`config.mk`:
```
export PLATFORM = sky130hd
export DESIGN_NAME = psum_tile_scheduler
export DESIGN_NICKNAME = d
export VERILOG_FILES = /design/src/rtl/psum_tile_scheduler.sv
export SDC_FILE = /design/constraint.sdc
export NUM_CORES = 1
export LEC_CHECK = 0
export ABC_AREA = 0
export BUFFER_PORTS_ARGS = -buffer_cell sky130_fd_sc_hd__buf_4
export CORE_UTILIZATION = 51
export CTS_CLUSTER_SIZE = 20
export DETAILED_ROUTE_END_ITERATION = 12
export PLACE_DENSITY = 0.73
export SYNTH_ARGS = -nofsm -noshare
export SYNTH_HDL_FRONTEND = slang
export SYNTH_SLANG_ARGS = --single-unit
```
`constraint.sdc`:
```
create_clock -name clk -period 4.2 [get_ports clk]
set_clock_uncertainty 0.15 [all_clocks]
set_input_delay 0.21 -clock clk [delete_from_list [all_inputs] [get_ports clk]]
set_output_delay 0.21 -clock clk [all_outputs]
set_load 0.05 [all_outputs]
```
`src/rtl/psum_tile_scheduler.sv`:
```
// -----------------------------------------------------------------------------
// psum_tile_scheduler
//   Sequences one output tile of P pixels over C input channels. It seeds the
//   partial-sum FIFO with zeros, issues (channel, pixel) operand requests to
//   the fetch unit, drives the three MAC stage enables and the FIFO pop/push,
//   and flags the final result of each pixel on the last channel.
//
// Ports
//   clk              clock
//   arst_in          asynchronous reset, active-high
//   start            begin tile (accepted only when idle); cfg_* latched then
//   cfg_tile_pixels  P, 0..TILE_PIXELS_MAX
//   cfg_in_channels  C, 0..MAX_CHANNELS
//   busy             tile in progress (cycle after start through done cycle)
//   done             one-cycle pulse at tile end
//   op_valid         operand request for (op_ch, op_pix)
//   op_ready         fetch unit accepts the request
//   op_ch / op_pix   indices of the pending request
//   mac_valid_1..3   MAC stage enables (fire +1, +2, +3)
//   fifo_seed        push a zero into the psum FIFO
//   fifo_pop         pop a partial sum (aligned with mac_valid_1)
//   fifo_push        push a MAC result (non-final channel)
//   out_valid        final result on the MAC output for out_pix
//   out_pix          pixel index of the final result
// -----------------------------------------------------------------------------
module psum_tile_scheduler #(
  parameter int TILE_PIXELS_MAX = 16,
  parameter int MAX_CHANNELS    = 64
) (
  input  logic                                clk,
  input  logic                                arst_in,
  input  logic                                start,
  input  logic [$clog2(TILE_PIXELS_MAX):0]    cfg_tile_pixels,
  input  logic [$clog2(MAX_CHANNELS):0]       cfg_in_channels,
  output logic                                busy,
  output logic                                done,
  output logic                                op_valid,
  input  logic                                op_ready,
  output logic [$clog2(MAX_CHANNELS)-1:0]     op_ch,
  output logic [$clog2(TILE_PIXELS_MAX)-1:0]  op_pix,
  output logic                                mac_valid_1,
  output logic                                mac_valid_2,
  output logic                                mac_valid_3,
  output logic                                fifo_seed,
  output logic                                fifo_pop,
  output logic                                fifo_push,
  output logic                                out_valid,
  output logic [$clog2(TILE_PIXELS_MAX)-1:0]  out_pix
);

  localparam int PIX_W = $clog2(TILE_PIXELS_MAX);
  localparam int CH_W  = $clog2(MAX_CHANNELS);
  localparam int OCC_W = PIX_W + 2;

  typedef enum logic [2:0] {S_IDLE, S_SEED, S_ISSUE, S_DRAIN, S_DONE} state_t;

  state_t               r_state;
  state_t               w_state_next;
  logic [PIX_W:0]       r_p;
  logic [CH_W:0]        r_c;
  logic [PIX_W-1:0]     r_pix;
  logic [CH_W-1:0]      r_ch;
  logic [OCC_W-1:0]     r_occ;
  logic                 r_vld_p1, r_vld_p2, r_vld_p3;
  logic [PIX_W-1:0]     r_pix_p1, r_pix_p2, r_pix_p3;
  logic                 r_lastch_p1, r_lastch_p2, r_lastch_p3;

  logic                 w_seed, w_pop, w_push, w_out;
  logic [OCC_W-1:0]     w_occ_next;
  logic                 w_op_valid, w_fire;
  logic                 w_pix_last, w_ch_last;

  assign w_pix_last = ({1'b0, r_pix} == (r_p - (PIX_W+1)'(1)));
  assign w_ch_last  = ({1'b0, r_ch}  == (r_c - (CH_W+1)'(1)));

  assign w_seed = (r_state == S_SEED);
  assign w_pop  = r_vld_p1;
  assign w_push = r_vld_p3 & ~r_lastch_p3;
  assign w_out  = r_vld_p3 &  r_lastch_p3;

  // Entries left after this cycle's push/pop; a new op pops one cycle after
  // it fires, so requiring at least one entry here keeps the FIFO from ever
  // being popped empty.
  assign w_occ_next = r_occ + OCC_W'(w_seed | w_push) - OCC_W'(w_pop);
  assign w_op_valid = (r_state == S_ISSUE) && (w_occ_next != '0);
  assign w_fire     = w_op_valid & op_ready;

  always_ff @(posedge clk or posedge arst_in) begin
    if (arst_in) r_state <= S_IDLE;
    else         r_state <= w_state_next;
  end

  always_comb begin
    w_state_next = r_state;
    case (r_state)
      S_IDLE:  if (start)
                 w_state_next = ((cfg_tile_pixels == '0) || (cfg_in_channels == '0))
                                ? S_DONE : S_SEED;
      S_SEED:  if (w_pix_last) w_state_next = S_ISSUE;
      S_ISSUE: if (w_fire && w_pix_last && w_ch_last) w_state_next = S_DRAIN;
      // Only the last op is in flight; once it leaves stages 1 and 2 it is
      // on stage 3 this cycle.
      S_DRAIN: if (!r_vld_p1 && !r_vld_p2) w_state_next = S_DONE;
      S_DONE:  w_state_next = S_IDLE;
      default: w_state_next = S_IDLE;
    endcase
  end

  always_ff @(posedge clk or posedge arst_in) begin
    if (arst_in) begin
      r_p         <= '0;
      r_c         <= '0;
      r_pix       <= '0;
      r_ch        <= '0;
      r_occ       <= '0;
      r_vld_p1    <= 1'b0;
      r_vld_p2    <= 1'b0;
      r_vld_p3    <= 1'b0;
      r_pix_p1    <= '0;
      r_pix_p2    <= '0;
      r_pix_p3    <= '0;
      r_lastch_p1 <= 1'b0;
      r_lastch_p2 <= 1'b0;
      r_lastch_p3 <= 1'b0;
    end else begin
      r_occ <= w_occ_next;
      // fire -> p1 (mac_valid_1, pop)
      r_vld_p1    <= w_fire;
      r_pix_p1    <= r_pix;
      r_lastch_p1 <= w_ch_last;
      // p1 -> p2 (mac_valid_2)
      r_vld_p2    <= r_vld_p1;
      r_pix_p2    <= r_pix_p1;
      r_lastch_p2 <= r_lastch_p1;
      // p2 -> p3 (mac_valid_3, push or final result)
      r_vld_p3    <= r_vld_p2;
      r_pix_p3    <= r_pix_p2;
      r_lastch_p3 <= r_lastch_p2;

      case (r_state)
        S_IDLE: if (start) begin
          r_p   <= cfg_tile_pixels;
          r_c   <= cfg_in_channels;
          r_pix <= '0;
          r_ch  <= '0;
        end
        // r_pix doubles as the seed counter and wraps to 0 for ISSUE.
        S_SEED: r_pix <= w_pix_last ? '0 : r_pix + 1'b1;
        S_ISSUE: if (w_fire) begin
          if (w_pix_last) begin
            r_pix <= '0;
            r_ch  <= r_ch + 1'b1;
          end else begin
            r_pix <= r_pix + 1'b1;
          end
        end
        default: ;
      endcase
    end
  end

  assign busy        = (r_state != S_IDLE);
  assign done        = (r_state == S_DONE);
  assign op_valid    = w_op_valid;
  assign op_ch       = (r_state == S_ISSUE) ? r_ch  : '0;
  assign op_pix      = (r_state == S_ISSUE) ? r_pix : '0;
  assign mac_valid_1 = r_vld_p1;
  assign mac_valid_2 = r_vld_p2;
  assign mac_valid_3 = r_vld_p3;
  assign fifo_seed   = w_seed;
  assign fifo_pop    = w_pop;
  assign fifo_push   = w_push;
  assign out_valid   = w_out;
  assign out_pix     = w_out ? r_pix_p3 : '0;

endmodule

```
==> metrics.md <==
| Metric | Value |
|---|---|
| Status | `finished with violations` |
| Failing checks | `hold timing` |
| Detailed Place HPWL | `between 3000 and 4000 um` |
| Placed Cells | `370` |
| Register area | `1226 sq um` |
| Clock power share | `21.1%` |
| Clock sinks | `49` |
| Largest family of logic cells by synthesized area | `simple AND/OR/NAND/NOR gates` |
| Die width | `approximately 73 um` |
| First-pass DRT Iterations | `4` |
| RSZ-0062 raised after global routing | `no` |
| Simple logic cell fraction of the synthesized area | `23.66%` |
| Area after DPL | `2938 sq um` |
| Critical path type | `flip-flop to output port` |
| Placement Rows | `25` |
| Max-cap violations | `0` |
| # diodes | `0` |
| Most used cell, CP | `ha_1` |
| Initial core utilization | `a little over half` |
| Distinct cell type count after synthesis | `47` |
| Synth top area share | `47.41%` |
| Starting DRT DRC Count | `about 110` |
| Synth Instances | `272` |
| CTS buffer count | `5` |
| Slew margin rel. | `33.81%` |
| Fmax | `255.3 MHz` |
| PwrDens | `about 600 nW/um^2` |
| Final WS setup | `0.2832 ns` |
| Max VDD drop | `around 0.39 mV` |
| Synth Area in XOR/XNOR | `under 10%` |
| Final core occ | `approximately 67%` |
| Final Instance Area | `3203 sq um` |
| Hold Crit Class | `input port to async pin` |
| Post-synth EDFFs | `0` |
| Final ANT Viol Nets | `0` |
| Synth top area cells | `dfrtp_1 (47%), nand2_1 (6.5%), ha_1 (4.8%), xnor2_1 (3.7%), nor2_1 (3.6%)` |
| I/O Buffers | `39` |
| Max Slew Vio Count | `0` |
| Mux share of post-synthesis cell area | `3.145%` |
| Leak | `1.578 nW` |
| Synth Register Bits | `49` |
| P_sw | `approximately 750 uW` |
| Final setup TNS | `0 ns` |
| Synth top cells by count | `dfrtp_1 (49), nand2_1 (45), nor2_1 (25)` |
| Syn_area_per_cell | `9.508 sq um` |
| Post-synthesis adder-cell area fraction | `5.612%` |
| Layout cells sized above 1 | `18.89%` |
| # DRC | `0` |
| Final WL | `5344 um` |
| Clk buf depth | `2` |
| WL/cell | `around 14 um` |
| Vias per inst | `roughly 5.4` |
| Hold slack | `-0.01992 ns` |
| Htree depth | `2` |
| Ys async rst share | `100.0%` |
| Worst slew pin tran | `0.9914 ns` |
| Sw Share | `between 30% and 40%` |
| Sequential power share | `between 30% and 40%` |
| WP data required | `3.84 ns` |
| Largest net degree at the start of global routing | `50` |
| Critical Path Source Type | `flip-flop` |
| Post-Syn Area | `2586 sq um` |
| Finished Layout Cells | `390` |
| Top FF cell, synth | `dfrtp_1` |
| Final Hold Fails | `35` |
| Layout area overhead | `23.85%` |
| Filler cell count | `390` |
| CTS tree | `yes` |
| Final setup violation count | `0` |
| Clk slew on worst S/H paths | `around 0.090 ns` |
| Yosys warning total | `0` |
| RePlAce Congestion | `0.8247` |
| Cell Int Power | `1.165 mW` |
| Synth Area in Compound Gates | `10.64%` |
| Pre-CTS setup slack | `0.3581 ns` |
| Final net count | `349` |
| Die H | `73.21 um` |
| Multi-input gate area | `1271 sq um` |
| Initial antenna violation count | `0` |
| Die area | `5360 sq um` |
| Num ports | `40` |
| First-pass GRT wire length | `9266 um` |
| Worst EP arrival | `~3.6 ns` |
| Vias in the first global route | `1995` |
| Clk Latency, worst-skew pair | `0.31 ns` |
| Crit path cell chain | `nor3_4 -> nor2_1 -> ha_1 -> inv_1 -> ha_1 -> fa_1 -> and3_1 -> or3_1 -> a221oi_1 -> and3_2 -> nor2_2 -> buf_4` |
| Design Power | `1.917 mW` |
| Crit. End Element | `output port` |
| Synth area leader | `dfrtp_1` |
| Core area | `approximately 4800 sq um` |
| Global Route Usage Sum | `23.44%` |
| Clk root buf | `clkbuf_8` |
| Logic pwr share | `42.4%` |
| Post-CTS setup buffer count | `0` |
| Most common cell in the netlist | `dfrtp_1` |
| Worst-path fanout max | `15` |
| Mapped Nets | `299` |
| GRT overflow | `0` |
| Slowest CP cell | `dfrtp_1` |
| DR vias | `2124` |
| Max stage delay on crit path | `about 0.56 ns` |
| Register area share after synthesis | `47.41%` |
| Crit share post-route | `~93%` |
| Tmin final | `3.917 ns` |
## final timing paths
path | startpoint | to | slack, ns | cells after the start
setup reg to reg | r_state[1]$_DFFE_PP0P_ | r_pix[2]$_DFFE_PP0P_ | 0.50 | 12
min in group clk | op_ready | fifo_pop$_DFF_PP0_ | 0.06 | 2
setup / recovery | r_state[1]$_DFFE_PP0P_ | op_valid | 0.28 | 12
hold / removal | arst_in | r_pix_p3[3]$_DFF_PP0_ | -0.02 | 2
max in group asynchronous | arst_in | r_ch[1]$_DFFE_PP0P_ | 3.30 | 2
hold reg to reg | r_pix_p2[3]$_DFF_PP0_ | r_pix_p3[3]$_DFF_PP0_ | 0.20 | 0
## cell usage in the layout (no fill, tap or decap), types with 2 or more instances in the layout
cell,count
nand2_1,45
o21a_1,2
xor2_1,5
clkbuf_8,5
nor3b_1,2
nor4_1,2
and3_1,10
buf_4,39
nor3_1,6
or4_1,2
and2_1,11
xnor2_1,11
and3_2,2
nand3_1,3
o21bai_1,2
inv_1,18
dlygate4sd3_1,12
o21ai_0,11
nor2_1,24
mux2i_1,7
ha_1,10
bufinv_16,2
a31oi_1,2
or3_1,5
a21oi_1,4
o31ai_1,3
nand4_1,2
a211oi_1,4
dfrtp_1,49
## cell type report
class | count | area share (%)
Multi-Input combinational cell | 196 | 39.69
Sequential cell | 49 | 38.28
Clock buffer | 5 | 2.148
Inverter | 19 | 2.227
Tap cell | 67 | 2.617
Clock inverter | 3 | 2.148
Timing Repair Buffer | 51 | 12.89
## kinds of logic after synthesis
family,after synthesis
and+or+nand+nor,124
DFF,49
AOI/OAI and AO/OA,37
buffers and inverters,27
xor gates and xnor gates,16
adders and majority gates,11
muxes,8
## routing by layer
layer / wire length, um / up-vias / track usage, %
met5: 0 / - / 0
met4: 108 / 0 / 9.368
met3: 275 / 9 / 5.110
met2: 2641 / 71 / 39.92
met1: 2318 / 1012 / 28.85
li1: - / 1032 / -
## registers in the layout (all words and copies together) (netlist names)
name         flops
fifo_pop         1
r_p              5
r_lastch_p1      1
r_lastch_p2      1
mac_valid_2      1
r_lastch_p3      1
r_pix_p3         4
r_state          3
r_pix            4
r_pix_p2         4
mac_valid_3      1
r_pix_p1         4
r_c              7
r_occ            6
r_ch             6
## timing repair
action / CTS / global route
resized for setup: 0 / 2
endpoints found under the hold margin: 12 / 0
setup endpoints to repair: 0 / 1
hold buffers: 12 / 0
## critical path: cells and delay by family (launching register included)
| kind | cells | cell delay, ns |
|---|---|---|
| AOI/OAI and AO/OA | 1 | 0.25 |
| and+or+nand+nor | 6 | 1.34 |
| buffers and inverters | 2 | 0.23 |
| adders and majority gates | 3 | 0.87 |
| DFF | 1 | 0.56 |
## power by group through the flow
| stage | clock (mW) | combinational [mW] | sequential (mW) |
|---|---|---|---|
| 6_report | 0.406 | 0.813 | 0.699 |
| 5_1_grt | 0.436 | 0.903 | 0.716 |
| 4_1_cts | 0.416 | 0.813 | 0.701 |
| 3_5_place_dp | 0 | 0.799 | 0.711 |
| 3_3_place_gp | 0 | 0.790 | 0.706 |
| 2_1_floorplan | 0 | 0.610 | 0.689 |
No activity file was read; power rests on OpenSTA's default activity.
